## src/rtl/serial_sub_pkg.sv

```systemverilog
`default_nettype none
// ============================================================================
// Module  : serial_sub_pkg
// Purpose : Shared types and constants for the bit-serial subtractor.
//           Provides the controller state enum, default geometry and a helper
//           that sizes the step counter (never narrower than one bit).
// Ports   : none (package)
// Rev     : 1.0  initial release
// ============================================================================
package serial_sub_pkg;

  localparam int SUB_DEFAULT_WIDTH = 8;
  localparam int SUB_DEFAULT_BPC   = 1;

  typedef enum logic [1:0] {
    IDLE = 2'd0,
    RUN  = 2'd1,
    DONE = 2'd2
  } sub_state_e;

  // Step counter width: $clog2(steps), with a floor of 1 so a single-step
  // configuration still has a legal counter.
  function automatic int sub_cnt_width(input int steps);
    return (steps <= 1) ? 1 : $clog2(steps);
  endfunction

endpackage
`default_nettype wire

```

## src/rtl/full_subtractor.sv

```systemverilog
`default_nettype none
// ============================================================================
// Module  : full_subtractor
// Purpose : One-bit full subtractor slice, d = a - b - bi.
// Ports   : a   in  minuend bit
//           b   in  subtrahend bit
//           bi  in  borrow in
//           d   out difference bit
//           bo  out borrow out
// Rev     : 1.0  initial release
// ============================================================================
module full_subtractor (
  input  logic a,
  input  logic b,
  input  logic bi,
  output logic d,
  output logic bo
);

  assign d  = a ^ b ^ bi;
  // Borrow when b exceeds a, or when a == b and a borrow is already pending.
  assign bo = (~a & b) | (~(a ^ b) & bi);

endmodule
`default_nettype wire

```

## src/rtl/serial_byte_subtractor.sv

```systemverilog
`default_nettype none
// ============================================================================
// Module  : serial_byte_subtractor
// Purpose : Bit-serial subtractor computing diff = x - y - borrow_in over
//           WIDTH/BITS_PER_CYCLE RUN cycles, with valid/ready handshakes on
//           both sides. borrow_out allows chaining multi-word subtracts.
// Config  : SUB_OVF_FLAG_EN - when defined, adds the ovf port (signed
//           overflow of the captured operands, valid with out_valid).
// Ports   : clk        in   rising-edge clock
//           rst_n      in   asynchronous active-low reset
//           in_valid   in   x / y / borrow_in valid
//           in_ready   out  operands accepted (IDLE only)
//           x          in   minuend      [WIDTH]
//           y          in   subtrahend   [WIDTH]
//           borrow_in  in   borrow into the LSB
//           out_valid  out  result valid (DONE only)
//           out_ready  in   consumer accepts result
//           diff       out  x - y - borrow_in mod 2**WIDTH
//           borrow_out out  unsigned x < y + borrow_in
//           ovf        out  signed overflow (SUB_OVF_FLAG_EN only)
// Rev     : 1.0  initial release
// ============================================================================
module serial_byte_subtractor
  import serial_sub_pkg::*;
#(
  parameter int WIDTH          = SUB_DEFAULT_WIDTH,
  parameter int BITS_PER_CYCLE = SUB_DEFAULT_BPC
) (
  input  logic             clk,
  input  logic             rst_n,
  input  logic             in_valid,
  output logic             in_ready,
  input  logic [WIDTH-1:0] x,
  input  logic [WIDTH-1:0] y,
  input  logic             borrow_in,
  output logic             out_valid,
  input  logic             out_ready,
  output logic [WIDTH-1:0] diff,
`ifdef SUB_OVF_FLAG_EN
  output logic             borrow_out,
  output logic             ovf
`else
  output logic             borrow_out
`endif
);

  localparam int STEPS = WIDTH / BITS_PER_CYCLE;
  localparam int CNT_W = sub_cnt_width(STEPS);
  localparam logic [CNT_W-1:0] LAST_CNT = CNT_W'(STEPS - 1);

  generate
    if ((BITS_PER_CYCLE < 1) || ((WIDTH % BITS_PER_CYCLE) != 0)) begin : g_bad_cfg
      $error("serial_byte_subtractor: BITS_PER_CYCLE (%0d) must divide WIDTH (%0d)",
             BITS_PER_CYCLE, WIDTH);
    end
  endgenerate

  sub_state_e             state_q, state_d;
  logic [WIDTH-1:0]       x_q, x_d;
  logic [WIDTH-1:0]       y_q, y_d;
  logic [WIDTH-1:0]       diff_q, diff_d;
  logic                   borrow_q, borrow_d;
  logic [CNT_W-1:0]       cnt_q, cnt_d;
  // Holds in_ready low until the first clock after reset release.
  logic                   ready_en_q, ready_en_d;

  logic [BITS_PER_CYCLE-1:0] slice_d;
  logic [BITS_PER_CYCLE:0]   borrow_chain;
  logic [WIDTH-1:0]          diff_shift;

  // --------------------------------------------------------------------------
  // Datapath: BITS_PER_CYCLE slices consume the low bits of the operand shift
  // registers, rippling the borrow from the registered carry-in upward.
  // --------------------------------------------------------------------------
  assign borrow_chain[0] = borrow_q;

  generate
    for (genvar i = 0; i < BITS_PER_CYCLE; i++) begin : g_slice
      full_subtractor u_fs (
        .a  (x_q[i]),
        .b  (y_q[i]),
        .bi (borrow_chain[i]),
        .d  (slice_d[i]),
        .bo (borrow_chain[i+1])
      );
    end
  endgenerate

  // New result bits enter from the MSB side so that after the last step the
  // first-computed bits have migrated down to the LSB end.
  generate
    if (BITS_PER_CYCLE == WIDTH) begin : g_diff_whole
      assign diff_shift = slice_d;
    end else begin : g_diff_shift
      assign diff_shift = {slice_d, diff_q[WIDTH-1:BITS_PER_CYCLE]};
    end
  endgenerate

  // --------------------------------------------------------------------------
  // Controller
  // --------------------------------------------------------------------------
  always_comb begin
    state_d    = state_q;
    x_d        = x_q;
    y_d        = y_q;
    diff_d     = diff_q;
    borrow_d   = borrow_q;
    cnt_d      = cnt_q;
    ready_en_d = 1'b1;

    case (state_q)
      IDLE: begin
        if (in_valid && in_ready) begin
          x_d      = x;
          y_d      = y;
          borrow_d = borrow_in;
          diff_d   = '0;
          cnt_d    = '0;
          state_d  = RUN;
        end
      end
      RUN: begin
        x_d      = x_q >> BITS_PER_CYCLE;
        y_d      = y_q >> BITS_PER_CYCLE;
        borrow_d = borrow_chain[BITS_PER_CYCLE];
        diff_d   = diff_shift;
        cnt_d    = cnt_q + CNT_W'(1);
        if (cnt_q == LAST_CNT) begin
          cnt_d   = '0;
          state_d = DONE;
        end
      end
      DONE: begin
        if (out_ready) begin
          state_d = IDLE;
        end
      end
      default: begin
        state_d = IDLE;
      end
    endcase
  end

  always_ff @(posedge clk or negedge rst_n) begin
    if (!rst_n) begin
      state_q    <= IDLE;
      x_q        <= '0;
      y_q        <= '0;
      diff_q     <= '0;
      borrow_q   <= 1'b0;
      cnt_q      <= '0;
      ready_en_q <= 1'b0;
    end else begin
      state_q    <= state_d;
      x_q        <= x_d;
      y_q        <= y_d;
      diff_q     <= diff_d;
      borrow_q   <= borrow_d;
      cnt_q      <= cnt_d;
      ready_en_q <= ready_en_d;
    end
  end

  // Result outputs are forced to zero outside DONE so partial shift-register
  // contents never leak to the consumer.
  assign in_ready   = (state_q == IDLE) && ready_en_q;
  assign out_valid  = (state_q == DONE);
  assign diff       = out_valid ? diff_q : '0;
  assign borrow_out = out_valid & borrow_q;

`ifdef SUB_OVF_FLAG_EN
  // The operand shift registers are consumed during RUN, so the sign bits
  // are kept separately at capture time.
  logic x_msb_q, x_msb_d;
  logic y_msb_q, y_msb_d;

  always_comb begin
    x_msb_d = x_msb_q;
    y_msb_d = y_msb_q;
    if ((state_q == IDLE) && in_valid && in_ready) begin
      x_msb_d = x[WIDTH-1];
      y_msb_d = y[WIDTH-1];
    end
  end

  always_ff @(posedge clk or negedge rst_n) begin
    if (!rst_n) begin
      x_msb_q <= 1'b0;
      y_msb_q <= 1'b0;
    end else begin
      x_msb_q <= x_msb_d;
      y_msb_q <= y_msb_d;
    end
  end

  // Overflow only possible when operand signs differ and the result sign
  // disagrees with the minuend.
  assign ovf = out_valid && (x_msb_q != y_msb_q) && (diff_q[WIDTH-1] != x_msb_q);
`endif

endmodule
`default_nettype wire

```

## config.mk

```make
export PLATFORM = sky130hd
export DESIGN_NAME = serial_byte_subtractor
export DESIGN_NICKNAME = d
export VERILOG_FILES = /design/src/rtl/serial_sub_pkg.sv /design/src/rtl/full_subtractor.sv /design/src/rtl/serial_byte_subtractor.sv
export SDC_FILE = /design/constraint.sdc
export NUM_CORES = 1
export LEC_CHECK = 0
export CORE_MARGIN = 1.5
export CORE_UTILIZATION = 40
export CTS_CLUSTER_DIAMETER = 200
export DETAILED_ROUTE_END_ITERATION = 16
export GPL_ROUTABILITY_DRIVEN = 0
export PLACE_DENSITY_LB_ADDON = 0.15
export SKIP_CTS_REPAIR_TIMING = 1
export SLEW_MARGIN = 20
export SYNTH_ARGS = -nofsm -noshare
export SYNTH_HDL_FRONTEND = slang
export SYNTH_HIERARCHICAL = 1
export SYNTH_SLANG_ARGS = --single-unit
```

## constraint.sdc

```tcl
create_clock -name clk -period 1.85 [get_ports clk]
set_input_delay 0.37 -clock clk [delete_from_list [all_inputs] [get_ports clk]]
set_output_delay 0.37 -clock clk [all_outputs]
set_load 0.01 [all_outputs]
```

## Yosys cells after proc, flatten, opt, wreduce, memory -nomap -nowiden

Cells that the tools add are included.

- Flip-flop bits (word level): 31
- Input bits: 21
- Output and inout bits: 11
- Word-level logic and storage cells: 44

- $add $sub $neg: 1
- Equality and inequality tests: 6
- Mux-type cells: 16
- Bitwise operators: 8
- Reduce and logical (&&, ||, !) cells: 6

Operators with widths:

| cell | number |
|---|---|
| $pmux W8 S2 | 3 |
| $mux W8 | 4 |
| $mux W2 | 3 |
| $mux W3 | 2 |
| $pmux W2 S3 | 1 |
| $pmux W3 S2 | 1 |
| $ne A2 B2 Y1 const B | 2 |
| $add A3 B1 Y3 const B | 1 |
| $and A1 B1 Y1 | 3 |
| $eq A3 B3 Y1 const B | 1 |
| $reduce_and A3 Y1 | 1 |
| $eq A2 B1 Y1 const B | 1 |
| $eq A2 B2 Y1 const B | 1 |
| $logic_and A1 B1 Y1 | 2 |
| $logic_not A2 Y1 | 1 |
| $ne A2 B1 Y1 const B | 1 |
| $not A1 Y1 | 2 |
| $pmux W1 S2 | 1 |
| $reduce_and A2 Y1 | 1 |
| $reduce_bool A2 Y1 | 1 |
| $xor A1 B1 Y1 | 2 |
| $mux W1 | 1 |
| $or A1 B1 Y1 | 1 |

## Logic depth before layout (Yosys ltp)

- Depth in word-level cells: 5
- Depth in mapped cells: 5
- Depth with buffers taken out: 5

## Modules after synthesis

The synthesis kept the hierarchy.

Modules (own cells, without submodules):

| module | times used | cells each | area an instance (µm²) | sequential area each (µm²) |
|---|---|---|---|---|
| serial_byte_subtractor | 1 | 132 | 1,436.4 | 775.7 |
| full_subtractor | 1 | 4 | 31.3 | 0.0 |

## Least setup slack after synthesis

Ideal clock, no wire load.

- Path kind: flip-flop to output port
- Start: reg state_q[0]
- End: out diff[2]
- Arrival: 999 ps
- Required time: 1,480 ps
- Setup slack: 481 ps
- Cell stages (with the launch flop): 4
- Buffers on the path: 1
- Cells stage by stage: dfrtp_1 > inv_2 > clkbuf_1 > and3_1

- Word-level cells in the longest chain between the ends: 2

Ends and longest elaborated chain:

| what | RTL line | text |
|---|---|---|
| start, declared | serial_byte_subtractor.sv:58 | `sub_state_e state_q, state_d;` |
| start signal, assigned | serial_byte_subtractor.sv:154 | `state_q <= state_d;` |
| $eq A2 B2 Y1 | serial_byte_subtractor.sv:167 | `assign out_valid = (state_q == DONE);` |
| $mux W8 | serial_byte_subtractor.sv:168 | `assign diff = out_valid ? diff_q : '0;` |
| end, declared | serial_byte_subtractor.sv:38 | `output logic [WIDTH-1:0] diff,` |

Every way passes these cells.

## Final worst setup path

- Start: reg state_q[1]
- End: reg y_q[0]

- Word-level cells in the longest chain between the ends: 5
- Elaborated cells on any way between the ends: 8
- Those cells by class: 2 x eq/ne; 1 x mux; 5 x reduce/logical

Ends and longest elaborated chain:

| what | RTL line | text |
|---|---|---|
| $logic_not A2 Y1 | serial_byte_subtractor.sv:111, serial_byte_subtractor.sv:166 |  |
| $logic_and A1 B1 Y1 | serial_byte_subtractor.sv:166 | `assign in_ready = (state_q == IDLE) && ready_en_q;` |
| $logic_and A1 B1 Y1 | serial_byte_subtractor.sv:113 | `if (in_valid && in_ready) begin` |
| $ne A2 B2 Y1 (no line) | n/a |  |
| $reduce_and A2 Y1 (no line) | n/a |  |
| end signal, assigned | serial_byte_subtractor.sv:156 | `y_q <= y_d;` |
| end, declared | serial_byte_subtractor.sv:60 | `logic [WIDTH-1:0] y_q, y_d;` |

Several ways; a longest one is shown, not always the timed one.
A chain may end at the register's enable or synchronous reset.

==> results.yml <==
synth:
  yosys_warnings: 6
  synth_ff_type: "dfrtp_1"
  seq_area_frac_synth_pct: 52.9
  synthAdderAreaFrac_pct: 3.07
  avgSynthCellArea_um2: 10.8
  syn_inst: 136
  netlist_area_um2: 1470
  synth.largest_area_cell: "dfrtp_1"
  async_flop_share_pct: 100
  synth_fp_nets: 160
  yosys.area.top_type_share_pct: 52.9
  synth_top_family_by_area: "compound AO/OA/AOI/OAI gates"
  synth_compound_area_share_pct: 27.2
  synthDistinctLibCells: 28
  synth.area.top_cells: "dfrtp_1 53%, o22ai_1 13%, a22o_1 6.0%"
  synth_xor_area_share_pct: 0
  synth_edf_count: 0
  yosys-mux-area-fraction_pct: 0.767
  synth_simple_gate_area_share_pct: 8.78
  ys_seq_elements: 31
placed_design:
  placed_cells_incl_taps: 210
  place_hpwl_mm: 2.25
  port_buffers: 31
detailed_routing:
  first_pass_iters: 4
  ant_nets: 0
  drc: 0
  vias: 1242
  viasPerCell: 5.65
  wl_mm: 3.40
  wl_per_cell_um: 15.5
  drtIter0Drc: 68
timing:
  slew_viol_final: 0
  fin_crit_ns: 1.64
  setup_viol: 0
  fin_worst_hold_slack_ns: 0.413
  fin_skew_ns: 0.0101
  rsz0062_at_grt: "false"
  finalHoldViolCount: 0
  max_freq_ghz: 0.610
  final.period_utilization_pct: 88.6
finish:
  final_nets: 198
  register_area_um2: 777
  drive_gt1_share_pct: 13.2
  fin_cells: 220
  fillers: 293
  multiInputGateArea_um2: 588
  diodes: 0
  syn2layout_area_growth_pct: 31.0
worst_setup_path:
  r2r-start: "state_q[1]"
  worstPathRequired_ns: 2.07
  worstSetupPathType: "register to register"
  cp-start-kind: "register"
  worstPathArrival_ns: 1.86
  critPathMaxFanout: 15
  cp-end-kind: "register"
  startpoint: "state_q[1]"
die:
  io_pins: 32
  dieArea_um2: 4040
  chipWidth_um: 63.6
  start_util_pct: 43.0
  core_area_um2: 3420
  dieHeight_um: 63.6
  rows: 21
global_route:
  grt_pass1_vias: 1180
  grt_pass1_wl_mm: 5.53
  track_usage_pct: 17.9
  grt_overflow: 0
  grt_max_degree: 32
  antenna_found_initial: 0
clock_network:
  cts_tree: "built"
  clock_path_buffers: 2
  cts-root-buf: "clkbuf_4"
  cts-buffers-inserted: 5
  clock-sinks: 31
  clk_pin_slew_ns: 0.09
  ctsHtreeMaxLevel: 2
  clk_latency_ns: 0.34
power_and_ir_drop:
  p_per_area_nw_per_um2: 1450
  ir_drop_mv: 0.723
  leakagePower_nw: 1.04
job:
  drv_cap: 0
run_status:
  status: "finished clean"
min_path:
  hold_class: "primary input to async pin"
==> synth_stat cells (2+ instances only) <==
cell type	number
o22ai_1	30
nand2_1	4
a21oi_1	15
ha_1	2
a22oi_1	2
and3_1	10
buf_6	5
a22o_1	10
o21ai_0	2
inv_1	3
nor2_1	2
dfrtp_1	31
buf_2	2
clkbuf_1	3
inv_2	2
==> routing by layer <==
| metal | track usage, % | share of wire (%) | vias up | routed length [um] |
|---|---|---|---|---|
| li1 | - | - | 595 | - |
| met1 | 24.1 | 47 | 607 | 1600 |
| met2 | 26.7 | 46 | 33 | 1580 |
| met3 | 6.61 | 4.9 | 7 | 166 |
| met4 | 5.71 | 1.7 | 0 | 58 |
| met5 | 0 | 0 | - | 0 |
==> per-stage QoR <==
stage	total power, W	util [%]	worst slack, ns	TNS, ns	instance area (um2)
after floorplan	0.00205	-	0.481	0	1470
after global placement	0.00230	53.0	0.203	0	1810
after detailed placement	0.00236	53.0	0.157	0	1810
after CTS	0.00277	54.7	-0.176	-1.72	1870
after global routing	0.00302	56.3	0.134	0	1920
final	0.00279	56.3	0.211	0	1920
==> power by group <==
group | switching, W | internal (W) | leakage [nW]
logic | 0.000565 | 0.000589 | 0.635
registers | 0.000245 | 0.000981 | 0.372
clock network | 0.000228 | 0.000176 | 0.0341
==> critical path, cell delays in order (launching register included) <==
cell and delay [ns]:
dfrtp_2 0.48, buf_4 0.16, buf_4 0.14, nand3b_2 0.43, o22ai_1 0.24, a21oi_1 0.09
==> cell type report <==
type / count / share of cell area [%]
clock inverter: 1 / 0.260
tap: 46 / 2.99
timing repair buffer: 42 / 21.9
sequential: 31 / 40.4
multi-input combinational: 89 / 30.6
inverter: 5 / 1.24
clock buffer: 6 / 2.67
==> flip-flops by register name, indices dropped and copies added (netlist names) <==
signal      flops
borrow_q        1
cnt_q           3
diff_q          8
ready_en_q      1
state_q         2
x_q             8
y_q             8
==> layout by cell type (no fill, tap or decap), drive strengths merged <==
cell type / synthesis / layout
dfrtp: 31 / 31
o22ai: 30 / 30
clkdlybuf4s50: 0 / 20
a21oi: 15 / 15
dlymetal6s2s: 0 / 11
buf: 8 / 11
and3: 10 / 10
a22o: 10 / 10
clkbuf: 3 / 6
nand2: 4 / 4
inv: 5 / 4
o21ai: 3 / 3
nor2: 2 / 2
a22oi: 2 / 2
ha: 2 / 2
clkinv: 0 / 2
and2: 1 / 1
nand3b: 1 / 1
nand2b: 1 / 1
and3b: 1 / 1
nor2b: 1 / 1
o31ai: 1 / 1
nor3: 1 / 1
a21o: 1 / 1
mux2: 1 / 1
fa: 1 / 1
conb: 1 / 1
==> final timing paths <==
| kind | end | slack (ns) | cells after the start |
|---|---|---|---|
| max in group asynchronous | state_q[1] | 1.10 | 2 |
| min | diff_q[0] | 0.41 | 2 |
| max | y_q[0] | 0.21 | 5 |
| min in group clk | diff_q[0] | 0.51 | 1 |
| min reg2reg | diff_q[0] | 0.51 | 1 |
| max reg2reg | y_q[0] | 0.21 | 5 |
==> logic make-up after synthesis <==
family,Yosys count
AND/OR/NAND/NOR,22
buffers and inverters,16
flip-flops,31
multiplexers,1
adder cells (fa/ha/maj),3
AO/OA/AOI/OAI,62
other,1
(Power assumes the default switching activity.)
